File: src/rtl/alu_step_top.sv
// alu_step_top: single-step ALU driven by a debounced pushbutton and DIP switches.
//
// Each accepted press runs one operation through a four-state sequencer.
// The operands and a one-hot opcode are latched from the switches. The result
// and its flags are registered. Valid results update the accumulator, a small
// result history and a 2-bit operation counter.
//
// Ports
//   clk       system clock; all state changes on the rising edge
//   rst       synchronous, active-high reset
//   btn_step  raw asynchronous pushbutton; a debounced rising press requests one step
//   dip_sw    [7:0] op1, [15:8] op2, [27:16] one-hot opcode, [28] acc_mode,
//             [29] view, [31:30] history index
//   leds      registered display: [7:0] value, [8] Z, [9] C, [10] V, [11] err,
//             [12] busy, [13] captured acc_mode, [15:14] op count
//
// Sequencer states
//   state     | meaning
//   ----------+-----------------------------------------------------------
//   S_IDLE    | waiting for a step pulse; pulses in other states are dropped
//   S_CAPTURE | latch src1 (accumulator or op1), src2 and opcode
//   S_EXEC    | evaluate the ALU and register the result and flags
//   S_COMMIT  | valid op: update accumulator, history, pointer and count

module alu_step_top #(
  parameter int DATA_WIDTH      = 8,
  parameter int HIST_DEPTH      = 4,
  parameter int DEBOUNCE_CYCLES = 16
) (
  input  logic        clk,
  input  logic        rst,
  input  logic        btn_step,
  input  logic [31:0] dip_sw,
  output logic [15:0] leds
);

  localparam int SHW = $clog2(DATA_WIDTH);
  localparam int HPW = $clog2(HIST_DEPTH);
  localparam int DBW = $clog2(DEBOUNCE_CYCLES);

  localparam logic [DBW-1:0] DB_TC = DBW'(DEBOUNCE_CYCLES - 1);

  typedef logic [DATA_WIDTH-1:0] word_t;

  typedef enum logic [1:0] {
    S_IDLE,
    S_CAPTURE,
    S_EXEC,
    S_COMMIT
  } state_t;

  // ---------------------------------------------------------------------------
  // Switch fields
  // ---------------------------------------------------------------------------
  word_t          op1;
  word_t          op2;
  logic [11:0]    opcode_sw;
  logic           acc_mode_sw;
  logic           view;
  logic [HPW-1:0] hist_idx;

  assign op1         = dip_sw[DATA_WIDTH-1:0];
  assign op2         = dip_sw[8 +: DATA_WIDTH];
  assign opcode_sw   = dip_sw[27:16];
  assign acc_mode_sw = dip_sw[28];
  assign view        = dip_sw[29];
  assign hist_idx    = dip_sw[30 +: HPW];

  // ---------------------------------------------------------------------------
  // Button synchroniser, debouncer and step pulse
  // ---------------------------------------------------------------------------
  logic           sync1;
  logic           sync2;
  logic           db_level;
  logic           db_prev;
  logic [DBW-1:0] db_cnt;
  logic           armed;
  logic [DBW-1:0] arm_cnt;
  logic           step;

  // db_cnt counts consecutive samples that disagree with the accepted level.
  // The level flips on the DEBOUNCE_CYCLES-th disagreeing sample.
  // armed stays low after reset until the synchronised input has been low for
  // DEBOUNCE_CYCLES consecutive samples. A button held through reset therefore
  // needs a real release before its next press can produce a step.
  always_ff @(posedge clk) begin
    if (rst) begin
      sync1    <= 1'b0;
      sync2    <= 1'b0;
      db_level <= 1'b0;
      db_prev  <= 1'b0;
      db_cnt   <= '0;
      armed    <= 1'b0;
      arm_cnt  <= DB_TC;
    end else begin
      sync1   <= btn_step;
      sync2   <= sync1;
      db_prev <= db_level;

      if (sync2 == db_level) begin
        db_cnt <= '0;
      end else if (db_cnt == DB_TC) begin
        db_level <= sync2;
        db_cnt   <= '0;
      end else begin
        db_cnt <= db_cnt + DBW'(1);
      end

      if (!armed) begin
        if (sync2) begin
          arm_cnt <= DB_TC;
        end else if (arm_cnt == '0) begin
          armed <= 1'b1;
        end else begin
          arm_cnt <= arm_cnt - DBW'(1);
        end
      end
    end
  end

  assign step = armed & db_level & ~db_prev;

  // ---------------------------------------------------------------------------
  // Sequencer
  // ---------------------------------------------------------------------------
  state_t state_q;
  state_t state_next;

  always_ff @(posedge clk) begin
    if (rst) begin
      state_q <= S_IDLE;
    end else begin
      state_q <= state_next;
    end
  end

  always_comb begin
    state_next = state_q;
    case (state_q)
      S_IDLE:    if (step) state_next = S_CAPTURE;
      S_CAPTURE: state_next = S_EXEC;
      S_EXEC:    state_next = S_COMMIT;
      S_COMMIT:  state_next = S_IDLE;
      default:   state_next = S_IDLE;
    endcase
  end

  // ---------------------------------------------------------------------------
  // Datapath registers
  // ---------------------------------------------------------------------------
  word_t          src1_q, src1_d;
  word_t          src2_q, src2_d;
  logic [11:0]    opc_q, opc_d;
  logic           accm_q, accm_d;
  word_t          res_q, res_d;
  logic           z_q, z_d;
  logic           c_q, c_d;
  logic           v_q, v_d;
  logic           err_q, err_d;
  word_t          acc_q, acc_d;
  logic [HPW-1:0] wptr_q, wptr_d;
  logic [1:0]     cnt_q, cnt_d;
  logic           hist_we;
  word_t          hist_q [HIST_DEPTH];

  // ALU
  word_t             alu_res;
  logic              alu_c;
  logic              alu_v;
  logic              opc_valid;
  logic [DATA_WIDTH:0] sum_ext;
  word_t             diff;
  logic [SHW-1:0]    shamt;

  assign sum_ext   = {1'b0, src1_q} + {1'b0, src2_q};
  assign diff      = src1_q - src2_q;
  assign shamt     = src2_q[SHW-1:0];
  assign opc_valid = (opc_q != 12'd0) && ((opc_q & (opc_q - 12'd1)) == 12'd0);

  always_comb begin
    alu_res = '0;
    alu_c   = 1'b0;
    alu_v   = 1'b0;
    if (opc_valid) begin
      if (opc_q[0]) begin
        alu_res = sum_ext[DATA_WIDTH-1:0];
        alu_c   = sum_ext[DATA_WIDTH];
        alu_v   = (src1_q[DATA_WIDTH-1] == src2_q[DATA_WIDTH-1]) &&
                  (alu_res[DATA_WIDTH-1] != src1_q[DATA_WIDTH-1]);
      end else if (opc_q[1]) begin
        alu_res = diff;
        alu_c   = src1_q < src2_q;
        alu_v   = (src1_q[DATA_WIDTH-1] != src2_q[DATA_WIDTH-1]) &&
                  (alu_res[DATA_WIDTH-1] != src1_q[DATA_WIDTH-1]);
      end else if (opc_q[2]) begin
        alu_res = word_t'($signed(src1_q) < $signed(src2_q));
      end else if (opc_q[3]) begin
        alu_res = word_t'(src1_q < src2_q);
      end else if (opc_q[4]) begin
        alu_res = src1_q & src2_q;
      end else if (opc_q[5]) begin
        alu_res = ~(src1_q | src2_q);
      end else if (opc_q[6]) begin
        alu_res = src1_q | src2_q;
      end else if (opc_q[7]) begin
        alu_res = src1_q ^ src2_q;
      end else if (opc_q[8]) begin
        alu_res = src1_q << shamt;
      end else if (opc_q[9]) begin
        alu_res = src1_q >> shamt;
      end else if (opc_q[10]) begin
        alu_res = word_t'($signed(src1_q) >>> shamt);
      end else begin
        alu_res = src2_q;
      end
    end
  end

  always_comb begin
    src1_d  = src1_q;
    src2_d  = src2_q;
    opc_d   = opc_q;
    accm_d  = accm_q;
    res_d   = res_q;
    z_d     = z_q;
    c_d     = c_q;
    v_d     = v_q;
    err_d   = err_q;
    acc_d   = acc_q;
    wptr_d  = wptr_q;
    cnt_d   = cnt_q;
    hist_we = 1'b0;
    case (state_q)
      S_CAPTURE: begin
        src1_d = acc_mode_sw ? acc_q : op1;
        src2_d = op2;
        opc_d  = opcode_sw;
        accm_d = acc_mode_sw;
      end
      S_EXEC: begin
        res_d = alu_res;
        z_d   = opc_valid && (alu_res == '0);
        c_d   = alu_c;
        v_d   = alu_v;
        err_d = !opc_valid;
      end
      S_COMMIT: begin
        if (!err_q) begin
          acc_d   = res_q;
          hist_we = 1'b1;
          wptr_d  = wptr_q + HPW'(1);
          cnt_d   = cnt_q + 2'd1;
        end
      end
      default: ;
    endcase
  end

  always_ff @(posedge clk) begin
    if (rst) begin
      src1_q <= '0;
      src2_q <= '0;
      opc_q  <= '0;
      accm_q <= 1'b0;
      res_q  <= '0;
      z_q    <= 1'b0;
      c_q    <= 1'b0;
      v_q    <= 1'b0;
      err_q  <= 1'b0;
      acc_q  <= '0;
      wptr_q <= '0;
      cnt_q  <= '0;
    end else begin
      src1_q <= src1_d;
      src2_q <= src2_d;
      opc_q  <= opc_d;
      accm_q <= accm_d;
      res_q  <= res_d;
      z_q    <= z_d;
      c_q    <= c_d;
      v_q    <= v_d;
      err_q  <= err_d;
      acc_q  <= acc_d;
      wptr_q <= wptr_d;
      cnt_q  <= cnt_d;
    end
  end

  always_ff @(posedge clk) begin
    if (rst) begin
      for (int i = 0; i < HIST_DEPTH; i++) begin
        hist_q[i] <= '0;
      end
    end else if (hist_we) begin
      hist_q[wptr_q] <= res_q;
    end
  end

  // ---------------------------------------------------------------------------
  // Display register
  // ---------------------------------------------------------------------------
  // leds is loaded from next-state values. The result therefore appears in the
  // same cycle as the result register, and the history and count appear in the
  // same cycle as the commit they come from. A history read that hits the slot
  // being written this cycle bypasses to the value being written.
  logic [HPW-1:0] rd_addr;
  word_t          hist_rd;
  logic [7:0]     disp8;
  logic [15:0]    leds_d;

  assign rd_addr = wptr_d - HPW'(1) - hist_idx;
  assign hist_rd = (hist_we && (rd_addr == wptr_q)) ? res_q : hist_q[rd_addr];

  always_comb begin
    disp8                 = '0;
    disp8[DATA_WIDTH-1:0] = view ? hist_rd : res_d;
    leds_d = {cnt_d, accm_d, (state_next != S_IDLE), err_d, v_d, c_d, z_d, disp8};
  end

  always_ff @(posedge clk) begin
    if (rst) begin
      leds <= '0;
    end else begin
      leds <= leds_d;
    end
  end

endmodule
File: config.mk
export PLATFORM = sky130hd
export DESIGN_NAME = alu_step_top
export DESIGN_NICKNAME = d
export VERILOG_FILES = /design/src/rtl/alu_step_top.sv
export SDC_FILE = /design/constraint.sdc
export NUM_CORES = 1
export LEC_CHECK = 0
export CORE_MARGIN = 1.5
export CORE_UTILIZATION = 64
export DETAILED_ROUTE_END_ITERATION = 10
export HOLD_SLACK_MARGIN = 0.02
export PLACE_DENSITY_LB_ADDON = 0.1
export REMOVE_ABC_BUFFERS = 1
export SLEW_MARGIN = 20
export SYNTH_ARGS = -nofsm -noshare
export SYNTH_HDL_FRONTEND = slang
export SYNTH_SLANG_ARGS = --single-unit
File: constraint.sdc
create_clock -name clk -period 9.4 [get_ports clk]
set_clock_uncertainty 0.1 [all_clocks]
set_input_delay 1.88 -clock clk [delete_from_list [all_inputs] [get_ports clk]]
set_output_delay 1.88 -clock clk [all_outputs]
set_load 0.02 [all_outputs]
==> results_dict.tcl, run 1 <==
set metrics [dict create \
    worst_ep_arrival_time_ps 4510 \
    rsz0062_at_grt "false" \
    max_stage_delay_ps 830 \
    overflow 0 \
    seq_area_frac_synth_pct 36.76 \
    multi_input_area_sq_mm 0.003854 \
    rows 37 \
    tritoncts "done" \
    ios 51 \
    clkPwrFrac_pct 15.9 \
    grt_pass1_wl_mm 28.71 \
    endpoint "leds[4]$_SDFF_PP0_" \
    whs_ps 361.3 \
    place_ws_ps 4402 \
    port_buffers 50 \
    crit_path_end_kind "register" \
    yosys_warnings 0 \
    crit_buf_inv 2 \
    tightest_slew_ps 1111 \
    antenna_left 0 \
    grt_pass1_vias 5561 \
    synth_flop_cell "dfxtp_1" \
    drive_gt1_share_pct 6.883 \
    post-cts-setup-buffer-count 0 \
    ys_ff_latch 109 \
    finalSetupViolations 0 \
    crit_chain "clkdlybuf4s50_1 > inv_1 > ha_1 > and3_1 > o21ai_1 > o21ai_0 > a21oi_1 > a211oi_1" \
    drv_cap 0 \
    cp_max_fo 15 \
    clk_pin_slew_ps 100 \
    crit-reg2reg-launch "src2_q[2]$_SDFFE_PP0N_" \
    drtIter0Drc 555 \
    post-route-period-util_pct 46.43 \
    remaining_drc_errors 0 \
    period_minus_slack_ps 4364 \
    grt_max_degree 94 \
    power.share.sequential_pct 35.1 \
    hold_viol_final 0 \
    routed_via_density 6.510 \
    leakage_uw 0.002619 \
    tns_ps 0 \
    async_flop_share_pct 0 \
    status "complete, no violations" \
    cts_buffers 9 \
    h-tree-depth 3 \
    start_kind "input pin" \
    cp.depth 8 \
    routed_wl_mm 18.06 \
    vias 5898 \
    cts_hold_buf 0 \
    cp.required_ps 9540 \
    clock_latency_ps 390 \
    regArea_sq_mm 0.002502 \
    fp.dieW_um 106.1 \
    fin_nets 835 \
    p_sw_share_pct 43.56 \
    antenna_found_initial 0 \
    p_comb_share_pct 49.1 \
    startpoint "dip_sw[30]" \
    rr_endpoint "leds[8]$_SDFFE_PP0P_" \
    cp_slowest_cell "o21ai_1" \
    num-fill-cells 793 \
    rrSetupSlack_ps 5330 \
    synth.distinct_cells 72 \
    antenna_cells 0 \
    path_class "input pin to register" \
    avgSynthCellArea_sq_um 8.980 \
    synthesis.area_sq_mm 0.006807 \
    dp_hpwl_mm 13.01 \
    dieArea_sq_mm 0.01126 \
    grt.total_usage_pct 33.12 \
    fmax_mhz 229.1 \
    slew_headroom_pct 24.89 \
    pwr_density_cell_mw_per_mm2 248.9 \
    core_sq_mm 0.01032 \
    worst_hold_path_type "register to register" \
    cts_buffer_depth 2 \
    clock-sinks 109 \
    post_drt_wl_per_cell_um 19.93 \
    ir_drop_uv 164.8 \
    p_sw_uw 807.2 \
    syn_to_final_growth_pct 9.375 \
    crit_family "compound AO/OA/AOI/OAI gates" \
    rr_worst_depth 10 \
    fin_ws_ps 5036 \
    p_int_uw 1046 \
    cts_root_buffer "clkbuf_8" \
    synth-edff-count 32 \
    drt-pass1-iter-count 6 \
    chipHeight_um 106.1 \
    cts_resized 0 \
    drv_slew 0 \
    syn_inst 758 \
    initial_core_util_pct 65.93 \
    gp_congestion 0.9990 \
]
## per-stage QoR
stage | util (%) | total power (uW) | area (sq um) | std cells
after floorplan | - | 1264 | 6519 | 697
after global placement | 70.12 | 1511 | 7239 | 890
after detailed placement | 70.12 | 1532 | 7239 | 890
after CTS | 72.04 | 1827 | 7437 | 906
after global routing | 72.11 | 1963 | 7445 | 906
final | 72.11 | 1853 | 7445 | 906
## flip-flops by register name, summed over array words and instances (netlist names), 4 cells and up
register  count
leds         14
res_q         8
src2_q        8
opc_q        12
src1_q        8
hist_q       32
acc_q         8
arm_cnt       4
db_cnt        4
## cells in the mapped netlist (23+ instances only)
cell / instances / area, sq um
clkbuf_1: 40 / 150.1
a211oi_1: 23 / 172.7
edfxtp_1: 32 / 960.9
a21oi_1: 45 / 225.2
inv_1: 46 / 172.7
nand2_1: 44 / 165.2
nor3_1: 24 / 120.1
ha_1: 33 / 412.9
o21ai_0: 34 / 170.2
mux2i_1: 44 / 440.4
nor2_1: 80 / 300.3
dfxtp_1: 77 / 1541
## power by group through the flow
| stage | logic [uW] | registers, uW | clock network, uW |
|---|---|---|---|
| floorplan | 627 | 637 | 0 |
| global placement | 859 | 652 | 0 |
| detailed placement | 879 | 653 | 0 |
| CTS | 886 | 643 | 299 |
| global route | 990 | 656 | 317 |
| finish | 909 | 650 | 294 |
## cell families after synthesis
group | count (synthesis) | synth area share [%]
flops | 109 | 36.76
compound gates | 178 | 17.72
xor+xnor | 19 | 2.445
mux | 61 | 11.43
fa+ha+maj | 37 | 6.967
buf+inv | 107 | 6.765
simple gates | 247 | 17.90
## cells in the final DEF (no fill, tap or decap), drive strengths merged, types with 4 or more instances in the layout
cell,synthesis,routed
a211oi,24,24
a21oi,45,45
a22oi,6,6
and2,17,17
buf,20,8
clkbuf,41,11
clkdlybuf4s50,0,49
dfxtp,77,77
edfxtp,32,32
ha,33,33
inv,46,49
mux2,4,4
mux2i,44,44
mux4,13,13
nand2,45,45
nand2b,19,19
nand3,13,13
nand4,4,4
nor2,80,80
nor2b,10,10
nor3,24,24
nor4,10,10
o2111ai,4,4
o211ai,7,7
o21a,4,4
o21ai,36,36
o21bai,4,4
o221ai,5,5
o22ai,4,4
o311ai,7,7
o31ai,4,4
or2,4,4
xnor2,14,14
xor2,5,5
## how the worst min path moves through the flow
stage                               startpoint  cells after the start                   end  slack (ps)
after detailed placement      sync1$_SDFF_PP0_                      1      sync2$_SDFF_PP0_         340
after global routing          sync1$_SDFF_PP0_                      1      sync2$_SDFF_PP0_         380
after floorplan               sync1$_SDFF_PP0_                      1      sync2$_SDFF_PP0_         310
after CTS                 leds[8]$_SDFFE_PP0P_                      2  leds[8]$_SDFFE_PP0P_         360
final                     db_cnt[0]$_SDFF_PP0_                      1  db_cnt[0]$_SDFF_PP0_         360
after global placement    db_cnt[0]$_SDFF_PP0_                      1  db_cnt[0]$_SDFF_PP0_         330
## worst reg2reg max path: cells and delay by family, from the launching register on
| family | cells | cell delay [ps] |
|---|---|---|
| AOI/OAI and AO/OA | 3 | 710 |
| adders and majority gates | 1 | 570 |
| xor gates and xnor gates | 1 | 130 |
| DFF | 1 | 930 |
| and+or+nand+nor | 4 | 1230 |
| buffers and inverters | 1 | 350 |
## routing by layer
| metal | GRT usage [%] | share of wire (%) | vias to the layer above |
|---|---|---|---|
| met5 | 0 | 0 | - |
| met4 | 9.556 | 2.2 | 0 |
| met3 | 9.871 | 11 | 39 |
| met2 | 50.88 | 45 | 331 |
| met1 | 45.27 | 41 | 2789 |
| li1 | - | - | 2739 |
## layout make-up
class	count	share of cell area [%]
multi-input combinational	542	51.76
clock buffer	11	1.765
sequential	109	33.61
timing repair buffer	57	7.361
clock inverter	5	0.8908
tap	136	2.286
inverter	46	2.319
Note: power is estimated with default switching activity, not from simulation.
==> inputs of run 2 (changes only) <==
Settings changed: CORE_UTILIZATION 64 to 59.
Clock period 9.4 ns to 4.4 ns, I/O delays scaled along.
==> results_dict.tcl, run 2 (synthesis results as in run 1) <==
set metrics [dict create \
    antenna_left 0 \
    crit_buf_inv 1 \
    cts_buffer_depth 2 \
    tightest_slew_ps 1032 \
    worst_hold_path_type "register to register" \
    whs_ps 344.6 \
    cp_slowest_cell "dfxtp_1" \
    crit_path_end_kind "register" \
    rows 39 \
    remaining_drc_errors 0 \
    max_stage_delay_ps 540 \
    drv_slew 0 \
    crit_family "simple AND/OR/NAND/NOR gates" \
    dp_hpwl_mm 13.21 \
    cts_buffers 9 \
    cts_hold_buf 0 \
    core_sq_mm 0.01132 \
    fp.dieW_um 110.4 \
    initial_core_util_pct 60.12 \
    overflow 0 \
    routed_via_density 6.346 \
    cts_root_buffer "clkbuf_16" \
    grt_pass1_vias 5754 \
    drt-pass1-iter-count 6 \
    drtIter0Drc 706 \
    tritoncts "done" \
    post_drt_wl_per_cell_um 19.77 \
    stdcell_area_sq_mm 0.007586 \
    clock_latency_ps 360 \
    syn_to_final_growth_pct 11.45 \
    gp_congestion 0.9719 \
    path_class "register to register" \
    period_minus_slack_ps 3674 \
    h-tree-depth 3 \
    chipHeight_um 110.4 \
    leakage_uw 0.002697 \
    post-route-period-util_pct 83.51 \
    worst_ep_arrival_time_ps 3870 \
    grt_max_degree 55 \
    dieArea_sq_mm 0.01219 \
    antenna_cells 0 \
    status "complete, no violations" \
    fmax_mhz 272.1 \
    vias 5838 \
    reg_top3 "hist_q x32, leds x14, opc_q x12" \
    cts_resized 0 \
    crit_chain "inv_1 > ha_1 > or3b_2 > a221o_1 > o211ai_1 > a31oi_1 > a221o_1 > or4_1 > or4_1 > o21ai_1" \
    rsz0062_at_grt "false" \
    hold_viol_final 0 \
    start_kind "register" \
    pwr_density_cell_mw_per_mm2 543.4 \
    tns_ps 0 \
    grt.total_usage_pct 30.68 \
    largest_register_ffs 32 \
    fin_nets 842 \
    finalSetupViolations 0 \
    routed_wl_mm 18.18 \
    ir_drop_uv 484.1 \
    antenna_found_initial 0 \
    drv_cap 0 \
    drive_gt1_share_pct 7.851 \
    post-cts-setup-buffer-count 0 \
    clock-sinks 109 \
    ios 51 \
    port_buffers 50 \
    slew_headroom_pct 30.68 \
    cp.required_ps 4600 \
    layout_common_cells "80 x nor2_1, 77 x dfxtp_1, 49 x clkdlybuf4s50_1, 46 x inv_1, 45 x a21oi_1" \
    cp_max_fo 9 \
    clk_pin_slew_ps 80 \
    grt_pass1_wl_mm 29.99 \
    placedInstanceArea_sq_mm 0.007301 \
    regMostFlops "hist_q" \
    final_common_cell "nor2_1" \
]
[run 2: routing by layer]
metal	share of wire (%)	global-route usage (%)	vias up
li1	-	-	2754
met1	44	42.45	2787
met2	45	47.74	261
met3	7.6	7.080	36
met4	2.7	10.00	0
met5	0	0	-
[run 2: path summary, 6_finish.rpt]
path | start | end | slack, ps | cells after the start
worst max-delay path | src1_q[4]$_SDFFE_PP0N_ | leds[8]$_SDFFE_PP0P_ | 730 | 10
worst min-delay path | sync1$_SDFF_PP0_ | sync2$_SDFF_PP0_ | 340 | 1
worst max register to register | src1_q[4]$_SDFFE_PP0N_ | leds[8]$_SDFFE_PP0P_ | 730 | 10
worst min register to register | sync1$_SDFF_PP0_ | sync2$_SDFF_PP0_ | 340 | 1
[run 2: through the flow]
stage          total power, uW  setup WS, ps  utilization (%)  cells
3_5_place_dp              3284         789.1            64.49    904
2_1_floorplan             2700         833.0                -    697
6_report                  4122         725.5            67.01    920
4_1_cts                   4094         754.0            67.01    920
5_1_grt                   4363         553.8            67.01    920
3_3_place_gp              3256         829.2            64.49    904
[run 2: final cells by class]
class	instances	area, sq um
well taps	143	178.9
clock buffers	11	244.0
repair buffers	64	600.6
multi-input cells	542	3846
clock inverters	5	41.29
flip-flops and latches	109	2502
inverters	46	172.7
fillers	980	3735
[run 2: worst register-to-register path: cells and delay by family, from the launching register on]
kind | cells | cell delay, ps
and+or+nand+nor | 3 | 1450
AOI/OAI and AO/OA | 5 | 910
DFF | 1 | 540
adders and majority gates | 1 | 460
buffers and inverters | 1 | 150
[run 2: report_power, final]
group	internal (uW)	switching (uW)
Clock	409	390
Combinational	833	1160
Sequential	1150	188
Total	2390	1740
